`config.mk`:
```
export PLATFORM = sky130hd
export DESIGN_NAME = apb_spi_master_flat
export DESIGN_NICKNAME = d
export VERILOG_FILES = /design/src/rtl/apb_spi_master_if.sv /design/src/rtl/apb_spi_master.sv /design/src/flat_wrapper.sv
export SDC_FILE = /design/constraint.sdc
export NUM_CORES = 1
export LEC_CHECK = 0
export CORE_AREA = 2 2 180 182
export DETAILED_ROUTE_END_ITERATION = 7
export DIE_AREA = 0 0 182 184
export PLACE_DENSITY = 0.51
export SLEW_MARGIN = 20
export SYNTH_ARGS = -nofsm -noshare
export SYNTH_HDL_FRONTEND = slang
export SYNTH_SLANG_ARGS = --single-unit
```
`constraint.sdc`:
```
create_clock -name clk -period 4.8 [get_ports clk]
set_input_delay 0.96 -clock clk [delete_from_list [all_inputs] [get_ports clk]]
set_output_delay 0.96 -clock clk [all_outputs]
set_load 0.03 [all_outputs]
```
`src/rtl/apb_spi_master_if.sv`:
```
// ============================================================================
// apb_spi_master_if : APB slave port bundle for the SPI master
// Rev 1.0 - initial release
// ============================================================================
`default_nettype none

interface apb_spi_master_if;
  logic [7:0]  paddr;
  logic        psel;
  logic        penable;
  logic        pwrite;
  logic [31:0] pwdata;
  logic [31:0] prdata;
  logic        pready;

  modport master (
    output paddr, psel, penable, pwrite, pwdata,
    input  prdata, pready
  );

  modport slave (
    input  paddr, psel, penable, pwrite, pwdata,
    output prdata, pready
  );
endinterface

`default_nettype wire

```
`src/rtl/apb_spi_master.sv`:
```
// ============================================================================
// apb_spi_master : APB-attached SPI master, 1..DATA_W bits MSB-first, all modes
// Rev 1.0 - initial release
// ============================================================================
`default_nettype none

module apb_spi_master #(
  parameter int DATA_W = 32,
  parameter int NUM_CS = 4,
  parameter int DIV_W  = 16
) (
  input  logic              clk,
  input  logic              reset,
  apb_spi_master_if.slave   apb,
  output logic              spi_sclk,
  output logic              spi_mosi,
  input  logic              spi_miso,
  output logic [NUM_CS-1:0] spi_cs_n,
  output logic              irq
);

  localparam logic [5:0] c_DATA_W      = 6'(DATA_W);
  localparam logic [5:0] c_ADDR_DATA   = 6'h00;
  localparam logic [5:0] c_ADDR_CTRL   = 6'h01;
  localparam logic [5:0] c_ADDR_STATUS = 6'h02;
  localparam logic [5:0] c_ADDR_CONFIG = 6'h03;
  localparam logic [5:0] c_ADDR_CS     = 6'h04;

  typedef enum logic [1:0] {
    S_IDLE  = 2'd0,
    S_LEAD  = 2'd1,
    S_TRAIL = 2'd2,
    S_DONE  = 2'd3
  } state_t;

  state_t              r_state;
  state_t              w_state_nxt;

  logic [DATA_W-1:0]   r_tx;
  logic [DATA_W-1:0]   r_tx_sh;
  logic [DATA_W-1:0]   r_rx;
  logic [DATA_W-1:0]   r_rx_sh;
  logic [5:0]          r_len;
  logic [5:0]          r_bit_cnt;
  logic                r_irq_en;
  logic                r_done;
  logic                r_irq;
  logic [DIV_W-1:0]    r_div;
  logic [DIV_W-1:0]    r_cnt;
  logic                r_cpol;
  logic                r_cpha;
  logic [NUM_CS-1:0]   r_cs;
  logic                r_sclk;
  logic                r_mosi;

  logic                w_access;
  logic                w_wr_data;
  logic                w_wr_ctrl;
  logic                w_wr_status;
  logic                w_wr_cfg;
  logic                w_wr_cs;
  logic [5:0]          w_len;
  logic                w_len_ok;
  logic                w_busy;
  logic                w_start;
  logic                w_cnt_zero;
  logic                w_lead_edge;
  logic                w_trail_edge;
  logic                w_finish;
  logic [DATA_W-1:0]   w_tx_aligned;
  logic [DATA_W-1:0]   w_rx_next;
  logic [31:0]         w_cfg_rd;
  logic [31:0]         w_cs_rd;
  logic                w_unused;

  assign w_access    = apb.psel & apb.penable & apb.pwrite;
  assign w_wr_data   = w_access & (apb.paddr[7:2] == c_ADDR_DATA);
  assign w_wr_ctrl   = w_access & (apb.paddr[7:2] == c_ADDR_CTRL);
  assign w_wr_status = w_access & (apb.paddr[7:2] == c_ADDR_STATUS);
  assign w_wr_cfg    = w_access & (apb.paddr[7:2] == c_ADDR_CONFIG);
  assign w_wr_cs     = w_access & (apb.paddr[7:2] == c_ADDR_CS);

  assign w_len       = apb.pwdata[5:0];
  assign w_len_ok    = (w_len != 6'd0) && (w_len <= c_DATA_W);
  assign w_busy      = (r_state == S_LEAD) || (r_state == S_TRAIL);
  assign w_start     = w_wr_ctrl & ~w_busy & w_len_ok;
  assign w_cnt_zero  = (r_cnt == '0);

  // Left-align the len-bit word so the next bit out is always the MSB.
  assign w_tx_aligned = r_tx << (c_DATA_W - w_len);
  assign w_rx_next    = {r_rx_sh[DATA_W-2:0], spi_miso};

  assign w_unused = &{1'b0, apb.paddr[1:0], apb.pwdata};

  always_ff @(posedge clk) begin
    if (reset) begin
      r_state <= S_IDLE;
    end else begin
      r_state <= w_state_nxt;
    end
  end

  always_comb begin
    w_state_nxt  = r_state;
    w_lead_edge  = 1'b0;
    w_trail_edge = 1'b0;
    w_finish     = 1'b0;
    case (r_state)
      S_IDLE, S_DONE: begin
        w_state_nxt = w_start ? S_LEAD : S_IDLE;
      end
      S_LEAD: begin
        if (w_cnt_zero) begin
          w_lead_edge = 1'b1;
          w_state_nxt = S_TRAIL;
        end
      end
      S_TRAIL: begin
        if (w_cnt_zero) begin
          w_trail_edge = 1'b1;
          if (r_bit_cnt == 6'd0) begin
            w_finish    = 1'b1;
            w_state_nxt = S_DONE;
          end else begin
            w_state_nxt = S_LEAD;
          end
        end
      end
      default: w_state_nxt = S_IDLE;
    endcase
  end

  always_ff @(posedge clk) begin
    if (reset) begin
      r_tx      <= '0;
      r_tx_sh   <= '0;
      r_rx      <= '0;
      r_rx_sh   <= '0;
      r_len     <= '0;
      r_bit_cnt <= '0;
      r_irq_en  <= 1'b0;
      r_done    <= 1'b0;
      r_irq     <= 1'b0;
      r_div     <= '0;
      r_cnt     <= '0;
      r_cpol    <= 1'b0;
      r_cpha    <= 1'b0;
      r_cs      <= '0;
      r_sclk    <= 1'b0;
      r_mosi    <= 1'b0;
    end else begin
      if (w_wr_data && !w_busy) begin
        r_tx <= apb.pwdata[DATA_W-1:0];
      end
      if (w_wr_ctrl && !w_busy) begin
        r_irq_en <= apb.pwdata[8];
        if (w_len_ok) begin
          r_len <= w_len;
        end
      end
      if (w_wr_cfg && !w_busy) begin
        r_div  <= apb.pwdata[DIV_W-1:0];
        r_cpol <= apb.pwdata[16];
        r_cpha <= apb.pwdata[17];
        r_sclk <= apb.pwdata[16];
      end
      if (w_wr_cs) begin
        r_cs <= apb.pwdata[NUM_CS-1:0];
      end

      // Completion outranks a simultaneous write-one-to-clear.
      if (w_finish) begin
        r_done <= 1'b1;
      end else if (w_start || (w_wr_status && apb.pwdata[1])) begin
        r_done <= 1'b0;
      end
      r_irq <= r_done & r_irq_en;

      if (w_start) begin
        r_cnt     <= r_div;
        r_bit_cnt <= w_len - 6'd1;
        r_rx_sh   <= '0;
        if (r_cpha) begin
          r_tx_sh <= w_tx_aligned;
          r_mosi  <= 1'b0;
        end else begin
          r_tx_sh <= w_tx_aligned << 1;
          r_mosi  <= w_tx_aligned[DATA_W-1];
        end
      end else if (w_busy) begin
        r_cnt <= w_cnt_zero ? r_div : (r_cnt - DIV_W'(1));
        if (w_lead_edge) begin
          r_sclk <= ~r_cpol;
          if (r_cpha) begin
            r_mosi  <= r_tx_sh[DATA_W-1];
            r_tx_sh <= r_tx_sh << 1;
          end else begin
            r_rx_sh <= w_rx_next;
          end
        end
        if (w_trail_edge) begin
          r_sclk <= r_cpol;
          if (r_cpha) begin
            r_rx_sh <= w_rx_next;
          end
          if (w_finish) begin
            r_mosi <= 1'b0;
            r_rx   <= r_cpha ? w_rx_next : r_rx_sh;
          end else begin
            r_bit_cnt <= r_bit_cnt - 6'd1;
            if (!r_cpha) begin
              r_mosi  <= r_tx_sh[DATA_W-1];
              r_tx_sh <= r_tx_sh << 1;
            end
          end
        end
      end
    end
  end

  always_comb begin
    w_cfg_rd              = '0;
    w_cfg_rd[DIV_W-1:0]   = r_div;
    w_cfg_rd[16]          = r_cpol;
    w_cfg_rd[17]          = r_cpha;
    w_cs_rd               = '0;
    w_cs_rd[NUM_CS-1:0]   = r_cs;
  end

  always_comb begin
    apb.prdata = '0;
    if (apb.psel && !apb.pwrite) begin
      case (apb.paddr[7:2])
        c_ADDR_DATA:   apb.prdata = 32'(r_rx);
        c_ADDR_CTRL:   apb.prdata = {23'd0, r_irq_en, 2'd0, r_len};
        c_ADDR_STATUS: apb.prdata = {30'd0, r_done, w_busy};
        c_ADDR_CONFIG: apb.prdata = w_cfg_rd;
        c_ADDR_CS:     apb.prdata = w_cs_rd;
        default:       apb.prdata = '1;
      endcase
    end
  end

  assign apb.pready = 1'b1;
  assign spi_sclk   = r_sclk;
  assign spi_mosi   = r_mosi;
  assign spi_cs_n   = ~r_cs;
  assign irq        = r_irq;

endmodule

`default_nettype wire

```
`src/flat_wrapper.sv`:
```
// flat-port wrapper written by rule: the top's interface ports become plain ports
module apb_spi_master_flat 
#(
  parameter int DATA_W = 32,
  parameter int NUM_CS = 4,
  parameter int DIV_W  = 16
)
  (clk, reset, spi_sclk, spi_mosi, spi_miso, spi_cs_n, irq, apb_paddr, apb_psel, apb_penable, apb_pwrite, apb_pwdata, apb_prdata, apb_pready);
  apb_spi_master_if apb_i ();
  input  logic clk;
  input  logic reset;
  output logic spi_sclk;
  output logic spi_mosi;
  input  logic spi_miso;
  output logic [NUM_CS-1:0] spi_cs_n;
  output logic irq;
  input wire logic [$bits(apb_i.paddr)-1:0] apb_paddr;
  input wire logic [$bits(apb_i.psel)-1:0] apb_psel;
  input wire logic [$bits(apb_i.penable)-1:0] apb_penable;
  input wire logic [$bits(apb_i.pwrite)-1:0] apb_pwrite;
  input wire logic [$bits(apb_i.pwdata)-1:0] apb_pwdata;
  output wire logic [$bits(apb_i.prdata)-1:0] apb_prdata;
  output wire logic [$bits(apb_i.pready)-1:0] apb_pready;
  assign apb_i.paddr = apb_paddr;
  assign apb_i.psel = apb_psel;
  assign apb_i.penable = apb_penable;
  assign apb_i.pwrite = apb_pwrite;
  assign apb_i.pwdata = apb_pwdata;
  assign apb_prdata = apb_i.prdata;
  assign apb_pready = apb_i.pready;
  apb_spi_master #(.DATA_W(DATA_W), .NUM_CS(NUM_CS), .DIV_W(DIV_W)) u_core (.clk(clk), .reset(reset), .apb(apb_i), .spi_sclk(spi_sclk), .spi_mosi(spi_mosi), .spi_miso(spi_miso), .spi_cs_n(spi_cs_n), .irq(irq));
endmodule
```
==> results of run 1 <==
## critical path, stage by stage
cell                              delay [ps]
sky130_fd_sc_hd__clkdlybuf4s50_1         660
sky130_fd_sc_hd__nor2_1                  110
sky130_fd_sc_hd__nand3_1                 190
sky130_fd_sc_hd__and2_0                  720
sky130_fd_sc_hd__nor2_1                   80
sky130_fd_sc_hd__nor2_1                  120
sky130_fd_sc_hd__buf_4                   220
sky130_fd_sc_hd__o21a_1                  150
sky130_fd_sc_hd__buf_4                   150
## state kept, by name, indices dropped and copies added (netlist names), 2 cells and up
register	cells
u_core.r_state	2
u_core.r_cnt	16
u_core.r_rx_sh	32
u_core.r_bit_cnt	6
u_core.r_len	6
u_core.r_cs	4
u_core.r_tx_sh	32
u_core.r_tx	32
u_core.r_rx	32
u_core.r_div	16
## per-stage QoR
stage | setup slack [ps] | hold WS [ps] | instances | util | power, uW
2_1_floorplan | 1050 | 422 | 1334 | - | 1750
3_3_place_gp | 521 | 437 | 1748 | 0.380 | 1860
3_5_place_dp | 447 | 449 | 1748 | 0.380 | 1860
4_1_cts | 430 | 467 | 1780 | 0.399 | 3320
5_1_grt | 233 | 478 | 1780 | 0.399 | 3410
6_report | 451 | 466 | 1780 | 0.399 | 3280
## final timing paths
path | start | end | cells past startpoint
worst max-delay path | apb_paddr[3] | apb_prdata[24] | 9
worst min-delay path | u_core.r_tx[31]$_SDFFE_PP0P_ | u_core.r_tx[31]$_SDFFE_PP0P_ | 2
worst max register to register | u_core.r_cnt[7]$_SDFFE_PP0P_ | u_core.r_rx[31]$_SDFFE_PP0P_ | 7
worst min register to register | u_core.r_tx[31]$_SDFFE_PP0P_ | u_core.r_tx[31]$_SDFFE_PP0P_ | 2
## logic make-up (layout without fill, tap and decap cells)
family | after synthesis | count (layout) | share of synthesized area
simple gates | 484 | 484 | 0.202
xor+xnor | 10 | 10 | 0.00803
flops | 185 | 185 | 0.339
compound gates | 361 | 361 | 0.217
buf+inv | 124 | 168 | 0.0544
mux | 163 | 163 | 0.173
fa+ha+maj | 6 | 6 | 0.00688
other cells | 1 | 1 | 0.000344
## area by class of cell
type | count | area share
clock inverters | 15 | 0.0154
repair buffers | 120 | 0.0816
flip-flops and latches | 185 | 0.295
inverters | 16 | 0.00479
well taps | 402 | 0.0401
clock buffers | 17 | 0.0339
multi-input cells | 1025 | 0.529
## metal layers
layer,GRT usage,part of all wire
met4,0.0723,0.025
met5,0,0
met3,0.0357,0.043
met2,0.323,0.46
met1,0.270,0.48
## power by group
| group | total (uW) | internal (uW) | switching [uW] |
|---|---|---|---|
| Clock | 1460 | 713 | 743 |
| Sequential | 1540 | 1530 | 1.17 |
| Combinational | 290 | 111 | 179 |
## cell usage after synthesis, drive strengths merged (8+ instances only)
library cell and n:
buf 45, a211oi 57, nand3 9, nor3 32
nor4 8, a21oi 122, mux2 19, mux4 17
o21ai 63, nor2 190, nand2 184, nor2b 11
a22oi 10, clkbuf 63, dfxtp 185, mux2i 127
o21a 18, a221oi 18, nand2b 9, inv 16
a32oi 8
==> results, run 1 <==
- The number of nets in the final layout is 1,417.
- The overflow left after global routing is 0.
- For this design the ratio of total power to cell area is 262 nW/um^2.
- The placed cell area is 11,900 sq um.
- The critical path data arrival time is 3390 ps.
- For this run, the leading register cell type out of synthesis is sky130_fd_sc_hd__dfxtp_1.
- Clock-pin slew was measured on the worst setup and hold paths at 70 ps.
- Headroom to the max-slew limit came out at 0.346.
- The area occupied by multi-input gates is 6630 sq um.
- Counting every net in the synthesized netlist gives 1,386.
- The number of pins with negative max-slew slack in the final report is 0.
- The type of destination of the critical path is an output port.
- For flop-to-flop paths, the worst setup slack is 1410 ps.
- In this run the count of I/O pins placed on the die edge is 86.
- In this run the tool buffered the top-level ports with 82 buffer cells.
- The share of synthesized area in the top cell type comes to 0.339.
- Yosys attributes the largest share of cell area to sky130_fd_sc_hd__dfxtp_1 34%, sky130_fd_sc_hd__mux2i_1 12%, sky130_fd_sc_hd__nor2_1 6.4%, sky130_fd_sc_hd__nand2_1 6.3%, sky130_fd_sc_hd__a21oi_1 5.5%.
- The clock tree synthesis step divided the H-tree into 4 levels.
- The run finished with clean final reports.
- Hold repair after CTS inserted 0 buffers.
- The die footprint is 33,500 sq um.
- For the worst setup path, the data required time is 3840 ps.
- In this run the horizontal extent of the chip is 182 microns.
- The initial utilization of the core area, before any placement, comes to 0.348.
- The worst min-delay path category is flop to flop.
- The initial antenna violation count is 0.
- In this run the standard cell core region covers 31,400 sq um.
- In this run the deepest clock path goes through 2 buffers.
- The total count of hold-check failures in the final report is 0.
- The layout has 3,291 filler cells.
- The total via count in the routed design is 9,826.
- The number of antenna diodes in the final layout is 0.
- The post-synthesis cell type count is 86.
- The number of standard-cell rows in the floorplan is 65.
- TritonCTS built the clock tree.
- The via count of the first global-routing pass is 9,328.
- The clock sink total is 185.
- For this design the static power due to leakage is 0.00421 uW.
- The share of final-layout standard cells stronger than drive strength 1 is 0.127.
- Post-CTS repair changed the size of 0 cells.
- Counting flops and latches in the post-synthesis netlist gives 185.
- The final non-filler cell area is 12,500 sq um.
- The synthesized area is 10,900 sq um.
- The maximum number of pins on one net before global-route repair is 55.
- The first global-routing pass estimated 52.7 mm of wire.
- The part of the Yosys area used for sequential elements is 0.339.
- Based on the critical path, the design can be clocked at up to 230 MHz.
- In this run, synthesis inferred 0 flip-flops with an integrated enable.
- The number of endpoints failing setup at the final stage is 0.
- In the global route stage, overall resource usage came out at 0.201.
- For this run, the number of Yosys warnings is 0.
- The number of setup buffers added after CTS is 0.
- The worst-path maximum fanout is 15.
- The iteration count of the initial detailed-routing pass is 5.
- Leaving out fill and tap cells, the most frequent cells in the layout are 186 x sky130_fd_sc_hd__nor2_1, 184 x sky130_fd_sc_hd__dfxtp_1, 182 x sky130_fd_sc_hd__nand2_1.
- The path type of the worst setup path is primary input to output port.
- The DRC violation total after the first TritonRoute iteration is 638.
- The clock insertion delay at the later pin of the skew report is 450 ps.
- The layout overhead on the synthesized area is 14.9%.
- The library cell used most frequently in the layout, excluding fill and tap cells, is sky130_fd_sc_hd__nor2_1.
- The synthesized area per cell is 8.18 sq um.
- Routability-driven placement finished with a final weighted congestion of 0.876.
- The post-detailed-route count of antenna-violating nets is 0.
- The number of buffers inserted during clock tree synthesis is 17.
- The number of max-cap violations is 0.
- Setup repair after global routing left no endpoint under its margin.
- The final setup TNS is 0 ps.
- The biggest area contributor in the post-synthesis netlist is sky130_fd_sc_hd__dfxtp_1.
- Of the available clock period, the critical path in the final layout requires 0.906.
- Counting flops with an async set or reset pin after synthesis yields a share of 0.
- For the pin with the worst max-slew slack, the measured transition is 976 ps.
- The routed wire length is 33.2 mm.
- The die outline height is 184 microns.
- The cell sitting at the root of the clock tree is a sky130_fd_sc_hd__clkbuf_16.
- The peak supply drop is 245 uV.
- The sequential cells in the finished layout cover a total of 3700 sq um.
- The clock arrives with 19.0 ps of skew.
- Dividing the detail-routed via count by the number of cells gives 5.52.
- After layout, the minimum clock period comes to 4350 ps.
- The nature of the critical path startpoint is a primary input.
- Counting every instance in the synthesized netlist gives 1,334.
- The wire-length estimate of the detail-placed layout is 24.1 mm.
- The post-detailed-route DRC marker count is 0.
- In the final routed layout, each cell accounts on average for 18.7 microns.
No activity file was read; power rests on OpenSTA's default activity.
==> inputs of run 2 (changes only) <==
==> constraint.sdc (replaced) <==
create_clock -name clk -period 4.5 [get_ports clk]
set_input_delay 0.9 -clock clk [delete_from_list [all_inputs] [get_ports clk]]
set_output_delay 0.9 -clock clk [all_outputs]
set_load 0.03 [all_outputs]
==> run 2 against run 1 <==
- clock power up 8%
- critical path depth is 1 lower
- worst setup slack lost 8.0 ps
- largest cell class unchanged
- wire length up 0.22%
- sequential power is 6% higher
- largest power group unchanged
- sequential share of layout area about the same
- critical endpoint is now apb_prdata[22]
==> results, run 2 (synthesis results as in run 1) <==
- VDD sags by at most 259 uV.
- The total power divided by cell area is 280 nW/um^2.
- The startpoint of the worst hold path is u_core.r_tx_sh[3]$_SDFFE_PP0P_.
- Clock tree synthesis selected as its root buffer the cell sky130_fd_sc_hd__clkbuf_16.
- The library cell used most frequently in the layout, excluding fill and tap cells, is sky130_fd_sc_hd__nor2_1.
- The flow ran to the end, and the final reports show no timing, DRC or antenna violations.
- In this run the remaining antenna-violating nets after routing total 0.
- After clock tree synthesis, the clock-pin slew on the worst setup and hold paths is 80 ps.
- The clock sink total is 185.
- The via count of the first global-routing pass is 9,321.
- The routed wire length is 33.3 mm.
- The iteration count of the initial detailed-routing pass is 5.
- Compared with the post-synthesis result, the final layout area differs by 15.0%.
- In the post-route analysis, the smallest setup slack over all paths is 443 ps.
- The number of pins with negative max-slew slack in the final report is 0.
- The initial antenna violation count is 0.
- The total overflow left after global routing is 0.
- The path type of the worst setup path is primary input to output port.
- The final setup TNS is 0 ps.
- The post-detailed-route DRC marker count is 0.
- Prior to clock tree synthesis, the placed netlist has a worst setup slack of 402 ps.
- In the final routed layout, each cell accounts on average for 18.7 microns.
- Measured along the y axis, the die boundary spans 184 microns.
- The buffer depth of the longest clock path is 2.
- In this run the worst path has a maximum fanout of 14.
- The number of levels the H-tree was split into is 4.
- The critical register-to-register path startpoint is u_core.r_cnt[7]$_SDFFE_PP0P_.
- The maximum number of pins on one net before global-route repair is 80.
- Setup violations remaining at the end of the flow were counted as 0.
- The end point of the worst hold path is u_core.r_tx_sh[3]$_SDFFE_PP0P_.
- The tool flagged a number of max-cap violations equal to 0.
- The number of hold buffers added after cts is 0.
- The type of destination of the critical path is an output port.
- TritonCTS built the clock tree.
- The worst path in the final design needs a cycle of 4060 ps, including I/O delays and setup.
- The initial utilization of the core area, before any placement, comes to 0.348.
- In the routed layout, each cell is associated on average with a via count of 5.48.
- The net count of the finished layout is 1,416.
- In the layout the commonest cells are 186 x sky130_fd_sc_hd__nor2_1, 184 x sky130_fd_sc_hd__dfxtp_1, 182 x sky130_fd_sc_hd__nand2_1.
- The total via count in the routed design is 9,742.
- The portion of the clock cycle consumed by the worst path in the final layout is 0.902.
- The DRC violation total after the first TritonRoute iteration is 766.
- Based on the critical path, the design can be clocked at up to 246 MHz.
- In this run the count of I/O pins placed on the die edge is 86.
- The final core utilization is 0.400.
- The floorplan step defined a die boundary enclosing 33,500 sq um.
- The min-delay analysis places its worst path in the category flop to flop.
- Of the cells placed in the final design, the portion with a size suffix greater than 1 is 0.128.
- The global router's overall resource usage is 0.201.
- The count of input and output buffers is 82.
- Post-CTS timing repair inserted 0 buffers for setup.
- The critical path data arrival time is 3160 ps.
- The clock insertion delay at the later pin of the skew report is 460 ps.
- The required time reported for the critical path endpoint is 3600 ps.
- The total count of hold-check failures in the final report is 0.
- The worst setup path is launched from a primary input.
- The worst-case reg-to-reg path depth is 7.
- For this design the static power due to leakage is 0.00422 uW.
- Buffers inserted during clock tree synthesis total 17.
- The routability congestion estimate from global placement is 0.923.
- The end of the worst register-to-register path is u_core.r_tx_sh[6]$_SDFFE_PP0P_.
- The hold-critical path depth is 2.
- The worst slew margin relative to its limit is 0.343.
- The number of cells in the finished layout apart from fillers is 1,779.
- The register-to-register setup slack is 1500 ps.
- Clock skew on the completed layout was measured at 20.2 ps.
- The antenna diode count is 0.
- Once the clock tree was built, the resizer swapped 0 gates to a different size.
- Summed over all nets, the half-perimeter wirelength after detailed placement is 24.0 mm.
- The number of placed instances, taps included is 1,747.
- The area of the core is 31,400 sq um.
- The floorplan has 65 rows.
- The first global-routing pass estimated 52.9 mm of wire.
- Setup repair after global routing left no endpoint under its margin.
- The die outline width is 182 microns.
- The transition time at the pin with the least slew margin is 980 ps.
run 2: worst max-delay path: stages:
cell and delay (ps):
sky130_fd_sc_hd__clkdlybuf4s50_1 630, sky130_fd_sc_hd__nor2_1 100, sky130_fd_sc_hd__nand3_1 180, sky130_fd_sc_hd__and2_0 190, sky130_fd_sc_hd__nor2_1 50, sky130_fd_sc_hd__nor2_1 710, sky130_fd_sc_hd__o21a_1 240, sky130_fd_sc_hd__buf_4 160
run 2: metal layers:
layer	part of all wire	wire length, microns	track usage	up-vias
met5	0	0	0	-
met1	0.47	15700	0.272	4622
met3	0.044	1480	0.0325	32
li1	-	-	-	4863
met2	0.46	15500	0.330	225
met4	0.020	673	0.0581	0
run 2: per-stage QoR:
step | power [uW] | instance area [sq um] | hold slack, ps
after floorplan | 1870 | 10900 | 422
after global placement | 1990 | 11900 | 441
after detailed placement | 1990 | 11900 | 447
after CTS | 3560 | 12600 | 464
after global routing | 3640 | 12600 | 495
final | 3520 | 12600 | 461
run 2: layout make-up:
type	count	area (sq um)
Multi-Input combinational cell	1025	6630
Clock inverter	15	193
Inverter	16	60.1
Tap cell	402	503
Sequential cell	185	3700
Fill cell	3256	18800
Clock buffer	17	425
Timing Repair Buffer	119	1040
run 2: where the power goes:
group	internal [uW]	total, uW	leakage, uW	switching (uW)
sequential	1640	1640	0.00149	1.25
combinational	121	312	0.00243	191
clock	761	1570	0.000296	805
total	2520	3520	0.00422	997
run 2: how the worst max path moves through the flow:
stage                                            end     startpoint  slack (ps)
global route                          apb_prdata[21]   apb_paddr[5]         140
finish                                apb_prdata[22]   apb_paddr[3]         440
global placement                      apb_prdata[23]   apb_paddr[5]         430
floorplan           u_core.r_bit_cnt[4]$_SDFFE_PP0P_  apb_pwdata[0]         810
CTS                                   apb_prdata[22]   apb_paddr[3]         400
detailed placement                    apb_prdata[22]   apb_paddr[3]         400
